==> config.mk <==
export PLATFORM = sky130hd
export DESIGN_NAME = rr_arb_requester
export DESIGN_NICKNAME = d
export VERILOG_FILES = /design/src/rtl/rr_arb_requester_pkg.sv /design/src/rtl/rr_arb_requester_channel.sv /design/src/rtl/rr_arb_requester.sv
export SDC_FILE = /design/constraint.sdc
export NUM_CORES = 1
export LEC_CHECK = 0
export BUFFER_PORTS_ARGS = -buffer_cell sky130_fd_sc_hd__buf_2
export CORE_MARGIN = 2
export CORE_UTILIZATION = 52
export CTS_CLUSTER_DIAMETER = 40
export CTS_CLUSTER_SIZE = 16
export DETAILED_ROUTE_END_ITERATION = 10
export PLACE_DENSITY_LB_ADDON = 0.15
export REMOVE_ABC_BUFFERS = 1
export SLEW_MARGIN = 20
export SYNTH_ARGS = -nofsm -noshare
export SYNTH_HDL_FRONTEND = slang
export SYNTH_SLANG_ARGS = --single-unit
==> constraint.sdc <==
create_clock -name clk -period 6.5 [get_ports clk]
set_input_delay 0.975 -clock clk [delete_from_list [all_inputs] [get_ports clk]]
set_output_delay 0.975 -clock clk [all_outputs]
set_load 0.02 [all_outputs]
==> src/rtl/rr_arb_requester_pkg.sv <==
// Shared types for the round-robin requester and its arbiter bench.
// Channel count, channel index and per-channel job state.
package rr_arb_requester_pkg;

    localparam int NCH = 4;

    typedef logic [1:0] ch_idx_t;

    typedef enum logic [1:0] {
        CH_IDLE,
        CH_WAIT,
        CH_SERVE
    } ch_state_t;

    function automatic logic is_onehot(input logic [NCH-1:0] v);
        return $countones(v) == 1;
    endfunction

    function automatic ch_idx_t onehot_idx(input logic [NCH-1:0] v);
        ch_idx_t idx;
        idx = '0;
        for (int i = 0; i < NCH; i++) begin
            if (v[i]) idx = ch_idx_t'(i);
        end
        return idx;
    endfunction

endpackage

==> src/rtl/rr_arb_requester_channel.sv <==
// One requester channel: pending-beat counter, served bit,
// starvation watchdog and the local request term.
module rr_req_channel
    import rr_arb_requester_pkg::*;
#(
    parameter int CNT_W        = 4,
    parameter int STARVE_LIMIT = 8
) (
    input  logic             clk,
    input  logic             rst,
    input  logic             push_en,
    input  logic [CNT_W-1:0] push_len,
    input  logic             gnt_ok,
    input  logic             gnt_raw,
    output logic [CNT_W-1:0] pend,
    output logic             req,
    output logic             drain,
    output logic             starve
);

    localparam int WW = $clog2(STARVE_LIMIT + 1);
    localparam logic [WW-1:0]    LIM  = WW'(STARVE_LIMIT);
    localparam logic [WW-1:0]    WONE = WW'(1);
    localparam logic [CNT_W-1:0] ONE  = CNT_W'(1);

    logic [CNT_W-1:0] pend_q, pend_d;
    logic             served_q, served_d;
    logic [WW-1:0]    wait_q, wait_d;
    logic             starve_q, starve_d;
    ch_state_t        state;

    always_comb begin
        state = CH_IDLE;
        if (pend_q != '0) state = served_q ? CH_SERVE : CH_WAIT;
    end

    // A same-cycle push with beats keeps the job alive through the final grant.
    assign drain = gnt_ok && (pend_q == ONE)
                 && !(push_en && (push_len != '0));
    assign req   = (state != CH_IDLE) && !drain;

    always_comb begin
        pend_d = pend_q;
        if (push_en) pend_d = pend_d + push_len;
        if (gnt_ok)  pend_d = pend_d - ONE;

        served_d = served_q;
        if (gnt_ok)         served_d = 1'b1;
        if (pend_d == '0)   served_d = 1'b0;

        wait_d = '0;
        if (req && !gnt_raw) begin
            wait_d = (wait_q == LIM) ? wait_q : wait_q + WONE;
        end
        starve_d = starve_q | (wait_d == LIM);
    end

    always_ff @(posedge clk or posedge rst) begin
        if (rst) begin
            pend_q   <= '0;
            served_q <= 1'b0;
            wait_q   <= '0;
            starve_q <= 1'b0;
        end else begin
            pend_q   <= pend_d;
            served_q <= served_d;
            wait_q   <= wait_d;
            starve_q <= starve_d;
        end
    end

    assign pend   = pend_q;
    assign starve = starve_q;

endmodule

==> src/rtl/rr_arb_requester.sv <==
// Client side of the 4-way round-robin interface: queues beats per
// channel, requests them, and polices the arbiter's grants.
module rr_arb_requester
    import rr_arb_requester_pkg::*;
#(
    parameter int CNT_W        = 4,
    parameter int STARVE_LIMIT = 8
) (
    input  logic                 clk,
    input  logic                 rst,
    input  logic                 push_valid,
    input  logic [1:0]           push_ch,
    input  logic [CNT_W-1:0]     push_len,
    output logic                 push_ready,
    input  logic [NCH-1:0]       grant,
    output logic [NCH-1:0]       request,
    output logic                 beat_valid,
    output logic [1:0]           beat_ch,
    output logic                 beat_last,
    output logic [NCH*CNT_W-1:0] pending_o,
    output logic                 spurious_err,
    output logic                 multi_err,
    output logic [NCH-1:0]       starve
);

    localparam logic [CNT_W:0]   MAXV = {1'b0, {CNT_W{1'b1}}};
    localparam logic [CNT_W-1:0] ONE  = CNT_W'(1);

    logic [CNT_W-1:0] pend [NCH];
    logic [NCH-1:0]   nonempty;
    logic [NCH-1:0]   gnt_ok;
    logic [NCH-1:0]   push_hit;
    logic [NCH-1:0]   drain;
    logic             multi;
    logic             spur;
    logic             push_acc;
    logic [CNT_W-1:0] eff_pend;
    logic [CNT_W:0]   sum;

    assign multi  = (grant != '0) && !is_onehot(grant);
    assign spur   = |(grant & ~nonempty);
    assign gnt_ok = (is_onehot(grant) && !spur) ? grant : '0;

    // Room check sees the beat being consumed this cycle.
    always_comb begin
        eff_pend = pend[push_ch];
        if (gnt_ok[push_ch]) eff_pend = eff_pend - ONE;
        sum = {1'b0, eff_pend} + {1'b0, push_len};
    end

    assign push_ready = !push_valid || (sum <= MAXV);
    assign push_acc   = push_valid && push_ready;

    for (genvar i = 0; i < NCH; i++) begin : g_ch
        assign push_hit[i] = push_acc && (push_ch == ch_idx_t'(i));
        assign nonempty[i] = pend[i] != '0;
        assign pending_o[i*CNT_W +: CNT_W] = pend[i];

        rr_req_channel #(
            .CNT_W        (CNT_W),
            .STARVE_LIMIT (STARVE_LIMIT)
        ) u_ch (
            .clk      (clk),
            .rst      (rst),
            .push_en  (push_hit[i]),
            .push_len (push_len),
            .gnt_ok   (gnt_ok[i]),
            .gnt_raw  (grant[i]),
            .pend     (pend[i]),
            .req      (request[i]),
            .drain    (drain[i]),
            .starve   (starve[i])
        );
    end

    always_ff @(posedge clk or posedge rst) begin
        if (rst) begin
            beat_valid   <= 1'b0;
            beat_ch      <= '0;
            beat_last    <= 1'b0;
            multi_err    <= 1'b0;
            spurious_err <= 1'b0;
        end else begin
            beat_valid   <= |gnt_ok;
            beat_ch      <= onehot_idx(gnt_ok);
            beat_last    <= |drain;
            multi_err    <= multi_err | multi;
            spurious_err <= spurious_err | spur;
        end
    end

endmodule

# ---- After elaboration in Yosys (flattened, before gate mapping)
# Cells that the tools add are included.
# Widths: inputs -> output; s select.
dict set report word_totals {
  ff_bits 46
  inputBits 13
  word_cells 173
}
dict set report op_classes {
  addsub 17
  order_cmp 3
  n_eq_ne 16
  muxes 42
  bitwise 9
  reduce_logical 65
}
# cell count
set ops {}
lappend ops {{$mux 4} 20}
lappend ops {{$eq 4x4->1 const B} 8}
lappend ops {{$logic_and 1x1->1} 27}
lappend ops {{$reduce_bool 4->1} 6}
lappend ops {{$mux 2} 10}
lappend ops {{$sub 4x1->4 const B} 5}
lappend ops {{$add 4x1->4 const B} 4}
lappend ops {{$add 4x4->4} 4}
lappend ops {{$eq 4x1->1 const B} 4}
lappend ops {{$logic_not 4->1} 4}
lappend ops {{$reduce_bool 2->1} 8}
lappend ops {{$logic_not 1->1} 15}
lappend ops {{$reduce_or 4->1} 3}
lappend ops {{$mux 1} 10}
lappend ops {{$bmux 4 s2} 1}
lappend ops {{$or 1x1->1} 6}
lappend ops {{$add 4x4->5} 1}
lappend ops {{$le 5x4->1 const B} 1}
lappend ops {{$add 1x1->2} 2}
lappend ops {{$and 4x4->4} 1}
lappend ops {{$eq 2x2->1 const B} 2}
lappend ops {{$not 4->4} 1}
lappend ops {{$add 2x2->3} 1}
lappend ops {{$eq 3x1->1 const B} 1}
lappend ops {{7 further kinds} 7}

# ---- Depth between registers and ports, before layout
# Gate-level depths: netlist (run 1).
dict set report depth {
  word_depth 24
  depth_mapped 21
}

# ---- Cells and area by module
# From an unflattened synthesis (run 1), not the netlist that was laid out.
dict set report hier_totals {
  hier_cells 358
  hier_area_um2 3415.8
}
# module n_inst cells_per_inst area_each_um2
set by_module_without_submodules {}
lappend by_module_without_submodules {{rr_req_channel at g_ch[0].u_ch ...} 3 71 668.1}
lappend by_module_without_submodules {rr_arb_requester 1 73 742.0}
lappend by_module_without_submodules {{rr_req_channel at g_ch[1].u_ch} 1 72 669.4}

# ---- Worst setup path before layout (run 1)
# Ideal clock, no wire load.
dict set report synth_path {
  kind {input port to output port}
  from {input grant[0]}
  to {output request[1]}
  arrival_time_ps 5410
  required_ps 5525
  setup_slack_ps 115
  stages 21
  n_path_buf 2
  path_cell_list {inv_1 fa_1 inv_1 ha_1 ha_1 nor3b_1 inv_2 nor3_4 nand2_2 mux4_2 xnor2_1 ha_1 fa_1 a21oi_1 o21ba_2 and4b_1 clkbuf_1 nor2b_1 o21ai_0 nand2_1 buf_4}
}
dict set report synth_via {
  elab_chain_len 18
  word_cells_on_any_way 22
  cone_classes {add/sub: 3; order compare: 1; eq/ne: 1; mux: 4; bitwise: 1; reduce/logical: 12}
}
# element line
set synth_lines {}
lappend synth_lines {{start, declared} rr_arb_requester.sv:15} ;# input logic [NCH-1:0] grant,
lappend synth_lines {{$add 1x1->2 (implied by the code) or $and 4x4->4 (tied branches)} {rr_arb_requester_pkg.sv:16, rr_arb_requester.sv:41}}
lappend synth_lines {{$add 2x2->3 (implied by the code) or $reduce_or 4->1 (tied branches)} {rr_arb_requester_pkg.sv:16, rr_arb_requester.sv:41}}
lappend synth_lines {{$eq 3x1->1 or $logic_not 1->1 (tied branches)} {rr_arb_requester_pkg.sv:16, rr_arb_requester.sv:42}}
lappend synth_lines {{$logic_and 1x1->1} rr_arb_requester.sv:42} ;# assign gnt_ok = (is_onehot(grant) && !spur) ? grant : '0;
lappend synth_lines {{$mux 4 (*)} rr_arb_requester.sv:42}
lappend synth_lines {{$bmux 1 s2} rr_arb_requester.sv:47} ;# if (gnt_ok[push_ch]) eff_pend = eff_pend - ONE;
lappend synth_lines {{$mux 1 (implied by the code)} rr_arb_requester.sv:47}
lappend synth_lines {{$mux 4} rr_arb_requester.sv:47}
lappend synth_lines {{[2 not listed]} --}
lappend synth_lines {{$logic_or 1x1->1} rr_arb_requester.sv:51} ;# assign push_ready = !push_valid || (sum <= MAXV);
lappend synth_lines {{$logic_and 1x1->1} rr_arb_requester.sv:52} ;# assign push_acc = push_valid && push_ready;
lappend synth_lines {{$logic_and 1x1->1} rr_arb_requester.sv:55} ;# assign push_hit[i] = push_acc && (push_ch == ch_idx_t'(i));
lappend synth_lines {{$logic_and 1x1->1} rr_arb_requester_channel.sv:39} ;# && !(push_en && (push_len != '0));
lappend synth_lines {{$logic_not 1->1} rr_arb_requester_channel.sv:39}
lappend synth_lines {{$logic_and 1x1->1 (*)} rr_arb_requester_channel.sv:39}
lappend synth_lines {{$logic_not 1->1 (*)} rr_arb_requester_channel.sv:40} ;# assign req = (state != CH_IDLE) && !drain;
lappend synth_lines {{$logic_and 1x1->1 (*)} rr_arb_requester_channel.sv:40}
lappend synth_lines {{end, declared} rr_arb_requester.sv:16} ;# output logic [NCH-1:0] request,
# Every way passes the cells marked *; elsewhere a longest branch is shown, timed or not. The select of a mux whose other input is x is not followed.

# ---- Final worst setup path (run 1)
# Ends and elaborated chain as after synthesis.

==> results of run 1 <==
## metal layers
metal | part of all wire | up-vias
li1 | - | 1242
met1 | 0.46 | 1189
met2 | 0.48 | 66
met3 | 0.048 | 10
met4 | 0.018 | 0
met5 | 0 | -
## final timing paths
kind                                        end  slack, ns  cells after the start
max                                  request[1]       0.20                     21
min                         g_ch[0].u_ch.starve       0.47                      1
max reg2reg                g_ch[3].u_ch.pend[2]       2.18                     15
min reg2reg                 g_ch[0].u_ch.starve       0.47                      1
max in group asynchronous  g_ch[3].u_ch.pend[2]       5.31                      3
min in group asynchronous            beat_valid       0.81                      3
## power by group through the flow
stage | registers (mW) | logic, mW | clock network, mW
after floorplan | 0.521 | 0.481 | 0
after global placement | 0.487 | 0.733 | 0
after detailed placement | 0.485 | 0.753 | 0
after CTS | 0.482 | 0.757 | 0.171
after global routing | 0.499 | 0.868 | 0.185
final | 0.483 | 0.774 | 0.163
## placed cells by master (no fill, tap or decap), types with 9 or more instances in the layout
cell | Yosys | routed
buf_2 | 0 | 41
nand2_1 | 21 | 20
mux2i_1 | 20 | 20
nand3_1 | 11 | 11
dfrtp_1 | 42 | 42
o21ai_0 | 11 | 11
buf_4 | 8 | 14
nor3_1 | 10 | 9
xnor2_1 | 10 | 10
a21oi_1 | 14 | 13
xor2_1 | 19 | 19
inv_1 | 23 | 23
ha_1 | 31 | 31
nor2_1 | 27 | 27
## timing repair
action	in CTS	in global routing
endpoints found under the setup margin	0	4
hold buffers	0	0
gates resized for setup	0	7
hold endpoints to repair	0	0
buffers inserted	0	3
## cell type report
class / instances / share of cell area
Sequential cell: 42 / 0.291
Inverter: 24 / 0.0250
Clock buffer: 5 / 0.0191
Multi-Input combinational cell: 248 / 0.550
Timing Repair Buffer: 55 / 0.0860
Tap cell: 75 / 0.0260
Clock inverter: 2 / 0.00277
## worst register-to-register path: stages, from the launching register on
cell and delay, ns:
dfrtp_1 0.53, nor4_1 0.14, a22o_4 0.31, nor3_4 0.31
nand2_1 0.13, mux4_2 0.55, xnor2_1 0.16, ha_1 0.19
fa_1 0.38, a21oi_2 0.21, o21ba_4 0.17, nand4_1 0.30
mux2i_1 0.35, ha_1 0.22, nand3_1 0.11, xor2_1 0.15
## cells by family after synthesis
group	after synthesis	synth area share
buffers and inverters	35	0.0508
AND/OR/NAND/NOR	110	0.182
multiplexers	26	0.0997
adder cells (fa/ha/maj)	37	0.160
AO/OA/AOI/OAI	46	0.0962
XOR/XNOR	29	0.0800
flip-flops	42	0.331
## stage by stage
step | setup slack (ns) | setup TNS, ns | hold slack (ns)
final | 0.196 | 0 | 0.468
after global routing | -0.0204 | -0.0381 | 0.502
after CTS | 0.0115 | 0 | 0.474
after detailed placement | -0.00147 | -0.00147 | 0.455
after global placement | 0.197 | 0 | 0.448
after floorplan | 0.234 | 0 | 0.544
## sequential cells by signal (all words and copies together), names as in the netlist
| signal | flops |
|---|---|
| g_ch.u_ch.pend | 16 |
| beat_last | 1 |
| g_ch.u_ch.wait_q | 16 |
| beat_valid | 1 |
| multi_err | 1 |
| g_ch.u_ch.starve | 4 |
| spurious_err | 1 |
| beat_ch | 2 |
==> out/results.txt, run 1 <==
I/O pin cnt: 44
Crit share post-route: 0.970
Met3 usage: 0.0337
CP bufs+invs: 5
Dpl hpwl: 5420 µm
Clk_skew: 0.00844 ns
Run status: complete, no violations
HP Class: register to register
Leakage: 1.75 nW
Detailed Routing Iterations Pass 1: 4
Register share of total power: 0.340
Gr ovfl total: 0
Root Buffer Master: clkbuf_8
Multi-input combinational cell area: 1980 µm²
M1 GR Usage: 0.318
Critical path class: input pin to output pin
Minimum clock period: 6.30 ns
Synthesis Warnings: 0
Max stage delay on crit path: 0.55 ns
Placed cell count: 441
Worst setup path startpoint: grant[0]
Clk buf depth: 2
Die Ht: 82.1 µm
Final Power: 1.42 mW
Met2 Use GR: 0.369
Peak Freq: 0.159 GHz
# nets final: 426
GR peak layer: met2
Finished Layout Cells: 451
Final setup fails: 0
Storage cell area: 1050 µm²
Hold Fails Final Rpt: 0
Die width: 82.1 µm
Number of global-route vias before repair: 2370
Initial antenna violation count: 0
Post-route DRC: 0
Post-synth top cells: dfrtp_1, ha_1, nor2_1
Fillers: 547
Fin area: 3610 µm²
Async SR Flop Fraction: 1.00
Crit-path leading delay family: adder cells
Comb pwr share: 0.545
Sw Share: 0.468
Die area: 6750 µm²
Reg2reg start: g_ch[2].u_ch.pend[1]
Initial Util: 0.536
#FFs+latches synth: 42
GRT Overall Usage: 0.230
Seq/Total Area, Yosys: 0.331
Post-DP Area: 3480 µm²
Clock Sink Count: 42
Hold path startpoint: g_ch[0].u_ch.starve
Cell Int Power: 0.755 mW
Vias: 2507
Sw Pwr: 0.665 mW
Slew @ Worst Pin: 0.840 ns
Post-Synthesis Cells: 325
Fin. max-slew vios: 0
Site Rows: 28
Count of flip-flops with a built-in enable after synthesis: 0
Top cells by area, synth: dfrtp_1, ha_1, mux2i_1
WL final: 7120 µm
Peak VDD IR: 0.200 mV
CP dominant cell by count: ha_1
Area grow syn2layout: 13.7%
Slew headroom: 0.435
Buffers on Ports: 43
Power per cell area: 394 nW/µm²
Largest net degree at the start of global routing: 43
Max-Cap Viols: 0
CTS tree: done
Synthesized cell area: 3170 µm²
Crit-path cells: buf_2, inv_1, fa_1, inv_1, ha_1, ha_1, nor3b_2, inv_2, nor3_4, nand2_1, mux4_2, xnor2_1, ha_1, fa_1, a21oi_2, o21ba_4, and4b_1, nor2b_1, o21ai_0, nand2_1, buf_4
Core area: 5920 µm²
TritonCTS Buffers: 5
DR WL/cell: 15.8 µm
Worst-path clk slew: 0.08 ns
Htree depth: 2
Most common cell in the netlist: dfrtp_1
WP data required: 5.52 ns
Top cell type's share of synthesized area: 0.331
Avg Inst Size Synth: 9.77 µm²
Crit start category: input pin
Drt via density: 5.56
Post-route ant nets: 0
Dominant synthesized flop cell: dfrtp_1
Crit-path slowest cell: fa_1
Placer Congestion: 0.868
First-pass GRT wire length: 11600 µm
Clock Latency Late Sink: 0.30 ns
Worst setup EP type: output pin
Worst Path Arrival: 5.33 ns
Ratio of cells with drive above 1 in the final layout: 0.231
Iteration-0 DRC Markers: 104
Netlist cell types: 51
Clock power share: 0.115
Yosys top cell by area: dfrtp_1
ANT cells: 0
Crit-path max FO: 5
Fin util: 0.609
(Power assumes the default switching activity.)
==> run 2: changes to the inputs <==
- CELL_PAD_IN_SITES_DETAIL_PLACEMENT: not set -> 1
- CELL_PAD_IN_SITES_GLOBAL_PLACEMENT: not set -> 1
- CORE_UTILIZATION: 52 -> 42
- CTS_BUF_LIST: not set -> sky130_fd_sc_hd__clkbuf_8
==> out/results.txt, run 2 (synthesis gave the netlist of run 1 again) <==
Run status: complete, no violations
HP Class: register to register
Crit-path max FO: 5 (unchanged)
Fillers: 897 (+64%)
Slew headroom: 0.404 (-0.0301)
DR top layer: met4
Worst-path clk slew: 0.08 ns (about the same)
Number of global-route vias before repair: 2709 (+14%)
Peak VDD IR: 0.213 mV (+6.4%)
Ratio of cells with drive above 1 in the final layout: 0.235 (+0.00407)
Core area: 7290 µm² (+23%)
Area grow syn2layout: 15.9%
Drt via density: 5.44 (-2.2%)
Worst Path Arrival: 5.36 ns (+0.03 ns)
Minimum clock period: 6.33 ns (+0.0299 ns)
Setup TNS: 0 ns (unchanged)
Clk buf depth: 2 (unchanged)
Post-DP Area: 3520 µm² (+1.3%)
Largest net degree at the start of global routing: 43 (unchanged)
Most common library cell in the layout ignoring fill and taps: dfrtp_1
CTS tree: done
Hold_buf cts: 0 (unchanged)
Clk_skew: 0.00788 ns (-0.000562 ns)
Fin area: 3680 µm² (+1.9%)
Leakage: 1.77 nW (+1.0%)
Met2 routed WL: 4150 µm (+22%)
Met3 wire length: 271 µm (-20%)
Die area: 8270 µm² (+23%)
DR WL/cell: 17.0 µm (+7.9%)
# nets final: 427 (+0.23%)
Post-route ant nets: 0 (unchanged)
Fin. max-slew vios: 0 (unchanged)
Final setup fails: 0 (unchanged)
Placer Congestion: 0.820 (-5.5%)
Clock Latency Late Sink: 0.30 ns (about the same)
TritonCTS Buffers: 5 (unchanged)
Post-route DRC: 0 (unchanged)
Slew @ Worst Pin: 0.885 ns (+0.0448 ns)
Clock Sink Count: 42 (unchanged)
Peak Freq: 0.158 GHz (-0.47%)
Final Power: 1.48 mW (+4.1%)
Hold Fails Final Rpt: 0 (unchanged)
ANT cells: 0 (unchanged)
Site Rows: 31 (+11%)
Power per cell area: 402 nW/µm² (+2.1%)
Detailed Routing Iterations Pass 1: 4 (unchanged)
WP data required: 5.52 ns (about the same)
Htree depth: 2 (unchanged)
Initial Util: 0.435 (-0.101)
Root Buffer Master: clkbuf_8
Crit start category: input pin
Iteration-0 DRC Markers: 46 (-56%)
Most frequent cells in the layout: dfrtp_1, buf_2, ha_1
Hold path depth: 1 (unchanged)
Vias: 2593 (+3.4%)
Max-Cap Viols: 0 (unchanged)
Fin util: 0.504 (-0.105)
Crit share post-route: 0.974 (+0.00459)
WL final: 8130 µm (+14%)
Worst setup EP type: output pin
First-pass GRT wire length: 13600 µm (+18%)
Critical path class: input pin to output pin
GRT Overall Usage: 0.205 (-0.0250)
R2R cell count: 16 (+1)
Initial antenna violation count: 0 (unchanged)
Multi-input combinational cell area: 1990 µm² (+0.25%)
I/O pin cnt: 44 (unchanged)
Storage cell area: 1050 µm² (unchanged)
Dpl hpwl: 6200 µm (+15%)
Die width: 90.9 µm (+11%)
Gr ovfl total: 0 (unchanged)
Metal-1 WL: 3620 µm (+11%)
Buffers on Ports: 43 (unchanged)
Die Ht: 90.9 µm (+11%)
run 2: report_power, final:
group | total (mW) | internal, mW | switching, mW
Combinational | 0.795 | 0.342 | 0.453
Sequential | 0.482 | 0.343 | 0.138
Clock | 0.203 | 0.112 | 0.0908
Total | 1.48 | 0.797 | 0.682
run 2: worst max-delay path, stage by stage:
cell and delay (ns):
buf_2 0.12, inv_1 0.11, fa_1 0.51, inv_1 0.04, ha_1 0.17, ha_1 0.30
nor3b_2 0.24, inv_2 0.09, nor3_4 0.32, nand2_2 0.11, mux4_2 0.52, xnor2_1 0.16
ha_1 0.19, fa_1 0.39, a21oi_2 0.22, o21ba_4 0.17, and4b_1 0.22, nor2b_2 0.16
o21ai_0 0.08, nand2_1 0.11, buf_4 0.14
run 2: final timing paths:
check	from	endpoint	slack, ns
max in group asynchronous	rst	g_ch[3].u_ch.wait_q[2]	5.33
min in group asynchronous	rst	g_ch[2].u_ch.pend[0]	0.81
min	g_ch[0].u_ch.starve	g_ch[0].u_ch.starve	0.48
min reg2reg	g_ch[0].u_ch.starve	g_ch[0].u_ch.starve	0.48
max reg2reg	g_ch[2].u_ch.pend[1]	g_ch[1].u_ch.pend[2]	2.19
max	grant[1]	request[1]	0.17
run 2: metrics by stage:
stage	instances	hold slack (ns)	setup slack [ns]
final	477	0.477	0.166
after global routing	477	0.500	-0.102
after CTS	475	0.482	0.0227
after detailed placement	467	0.463	0.0481
after global placement	467	0.444	0.229
after floorplan	314	0.544	0.234
run 2: what timing repair did:
item / in CTS / in global routing
setup endpoints to repair: 0 / 3
buffers inserted: 0 / 2
resized for setup: 0 / 9
run 2: area by class of cell:
cell class              count  share of cell area
clock buffers               5              0.0187
clock inverters             3              0.0102
inverters                  24              0.0245
multi-input cells         248               0.541
flip-flops and latches     42               0.286
well taps                  99              0.0337
repair buffers             56              0.0864
run 2: metal layers:
metal,vias up,track usage
met5,-,0
li1,1241,-
met3,9,0.0266
met2,49,0.365
met1,1294,0.263
met4,0,0.0518
==> run 3: changes to the inputs <==
- ABC_AREA: not set -> 1
- CORE_UTILIZATION: 42 -> 40
==> out/results.txt, run 3 <==
Yosys top cell by area: dfrtp_1
Worst Path Arrival: 5.08 ns (-0.28 ns)
TritonCTS Buffers: 5 (unchanged)
Die Ht: 98.0 µm (+7.8%)
CTS tree: done
Fin. max-slew vios: 0 (unchanged)
DR WL/cell: 15.8 µm (-7.1%)
RSZ-0062 raised after global routing: false
Fillers: 1142 (+27%)
Hold Fails Final Rpt: 0 (unchanged)
Root Buffer Master: clkbuf_8
Core area: 8640 µm² (+18%)
Synthesis Warnings: 0 (unchanged)
Drt via density: 5.11 (-6.0%)
Async SR Flop Fraction: 1.00 (unchanged)
Max-Cap Viols: 0 (unchanged)
Seq/Total Area, Yosys: 0.297 (-0.0338)
Setup TNS: 0 ns (unchanged)
Top cells by area, synth: dfrtp_1, nand2_1, ha_1
Initial Util: 0.409 (-0.0260)
Synthesized cell area: 3530 µm² (+11%)
Netlist cell types: 39 (-24%)
Avg Inst Size Synth: 7.24 µm² (-26%)
Htree depth: 2 (unchanged)
Crit start category: input pin
Most common cell in the netlist: nand2_1
Leakage: 2.29 nW (+29%)
Post-route DRC: 0 (unchanged)
Flop2flop setup slack: 2.62 ns (+0.43 ns)
Run status: complete, no violations
Post-Synthesis Cells: 488 (+50%)
Power per cell area: 410 nW/µm² (+1.9%)
Number of global-route vias before repair: 3506 (+29%)
Initial antenna violation count: 0 (unchanged)
Clk buf depth: 2 (unchanged)
Count of flip-flops with a built-in enable after synthesis: 0 (unchanged)
Multi-input combinational cell area: 2100 µm² (+5.5%)
ANT cells: 0 (unchanged)
Crit-path max FO: 9 (+4)
Die width: 98.0 µm (+7.8%)
Worst setup EP type: output pin
Detailed Routing Iterations Pass 1: 4 (unchanged)
Dominant synthesized flop cell: dfrtp_1
Peak Freq: 0.165 GHz (+4.7%)
Site Rows: 34 (+9.7%)
Iteration-0 DRC Markers: 95 (+110%)
Top cell type's share of synthesized area: 0.297 (-0.0338)
Vias: 3287 (+27%)
Crit share post-route: 0.931 (-0.0436)
Critical path class: input pin to output pin
Most frequent cells in the layout: nand2_1, inv_1, nor2_1
Final setup fails: 0 (unchanged)
Hold_buf cts: 0 (unchanged)
Largest net degree at the start of global routing: 43 (unchanged)
Dpl hpwl: 8070 µm (+30%)
Minimum clock period: 6.05 ns (-0.283 ns)
Placed cell count: 631 (+35%)
Worst-path clk slew: 0.09 ns (about the same)
Finished Layout Cells: 643 (+35%)
Slew @ Worst Pin: 0.552 ns (-0.334 ns)
HP Class: register to register
Clk_skew: 0.00908 ns (+0.00121 ns)
WP data required: 5.52 ns (about the same)
GRT Overall Usage: 0.223 (+0.0182)
Buffers on Ports: 43 (unchanged)
Post-synth top cells: nand2_1, inv_1, nor2_1
Clock Sink Count: 42 (unchanged)
Die area: 9600 µm² (+16%)
Storage cell area: 1050 µm² (unchanged)
# nets final: 584 (+37%)
Ratio of cells with drive above 1 in the final layout: 0.153 (-0.0822)
I/O pin cnt: 44 (unchanged)
Post_cts resized: 0 (unchanged)
Area grow syn2layout: 12.7%
Slew headroom: 0.631 (+0.227)
Final Power: 1.63 mW (+10%)
WL final: 10200 µm (+25%)
#FFs+latches synth: 42 (unchanged)
First-pass GRT wire length: 17200 µm (+26%)
Clock Latency Late Sink: 0.31 ns (about the same)
Most common library cell in the layout ignoring fill and taps: nand2_1
Placer Congestion: 0.816 (-0.44%)
Peak VDD IR: 0.182 mV (-14%)
Gr ovfl total: 0 (unchanged)
Post-route ant nets: 0 (unchanged)
Post-CTS Setup Bufs: 0 (unchanged)
==> run 3: cell types whose count changed in the layout (fill, tap and decap cells not counted), moves of 9 or more <==
cell     delta
nand2_1   +127
inv_1      +47
mux2i_1    -20
nand3_1    +20
nor2_1     +18
nand4_1    +11
o21ai_0     -9
==> run 3: final cells by class <==
type | instances | share of cell area
clock inverter | 3 | 0.0104
multi-input combinational | 354 | 0.527
timing repair buffer | 51 | 0.0722
tap | 108 | 0.0339
clock buffer | 5 | 0.0173
inverter | 80 | 0.0754
sequential | 42 | 0.264
==> run 3: per-stage QoR <==
stage | hold WS (ns) | util | instance area, µm² | worst slack, ns
after floorplan | 0.538 | - | 3450 | 0.892
after global placement | 0.448 | 0.444 | 3830 | 0.491
after detailed placement | 0.453 | 0.444 | 3830 | 0.308
after CTS | 0.477 | 0.456 | 3940 | 0.303
after global routing | 0.491 | 0.461 | 3980 | 0.106
final | 0.471 | 0.461 | 3980 | 0.450
==> run 3: kinds of logic after synthesis <==
logic type / synth area share
AO/OA/AOI/OAI: 0.0651
XOR/XNOR: 0.0520
adder cells (fa/ha/maj): 0.144
buffers and inverters: 0.109
flip-flops: 0.297
AND/OR/NAND/NOR: 0.333
==> run 3: metal layers <==
layer	global-route usage	routed length, µm	vias up
met5	0	0	-
met1	0.288	4600	1590
met4	0.0641	124	0
li1	-	-	1635
met3	0.0322	329	12
met2	0.389	5120	50
==> run 3: power by group <==
group          leakage [nW]  switching [mW]  total, mW  internal, mW
Clock                0.0556           0.100      0.213         0.113
Combinational          1.70           0.610      0.965         0.355
Sequential            0.536           0.115      0.453         0.339
==> run 3: path summary, 6_finish.rpt <==
path / start / cells past startpoint / to
worst max register to register: g_ch[0].u_ch.pend[3] / 23 / g_ch[2].u_ch.pend[2]
worst min-delay path: g_ch[1].u_ch.starve / 1 / g_ch[1].u_ch.starve
worst max-delay path: grant[0] / 26 / request[2]
min in group asynchronous: rst / 3 / g_ch[3].u_ch.wait_q[2]
max in group asynchronous: rst / 3 / g_ch[1].u_ch.pend[0]
worst min register to register: g_ch[1].u_ch.starve / 1 / g_ch[1].u_ch.starve
==> run 3: critical path, stage by stage <==
cell and delay, ns:
buf_2 0.15, inv_1 0.10, fa_1 0.53, inv_1 0.04
ha_1 0.17, ha_1 0.28, nor2_1 0.04, nand2_1 0.08
clkinv_1 0.30, nand3_2 0.20, inv_2 0.06, o21ai_2 0.18
nor2_4 0.07, xor2_1 0.15, ha_1 0.20, fa_1 0.39
inv_1 0.07, nor2_1 0.06, nor2_4 0.14, buf_4 0.17
buf_4 0.12, nand3_4 0.11, nor2_1 0.12, nor3_1 0.08
a21oi_1 0.11, buf_2 0.17
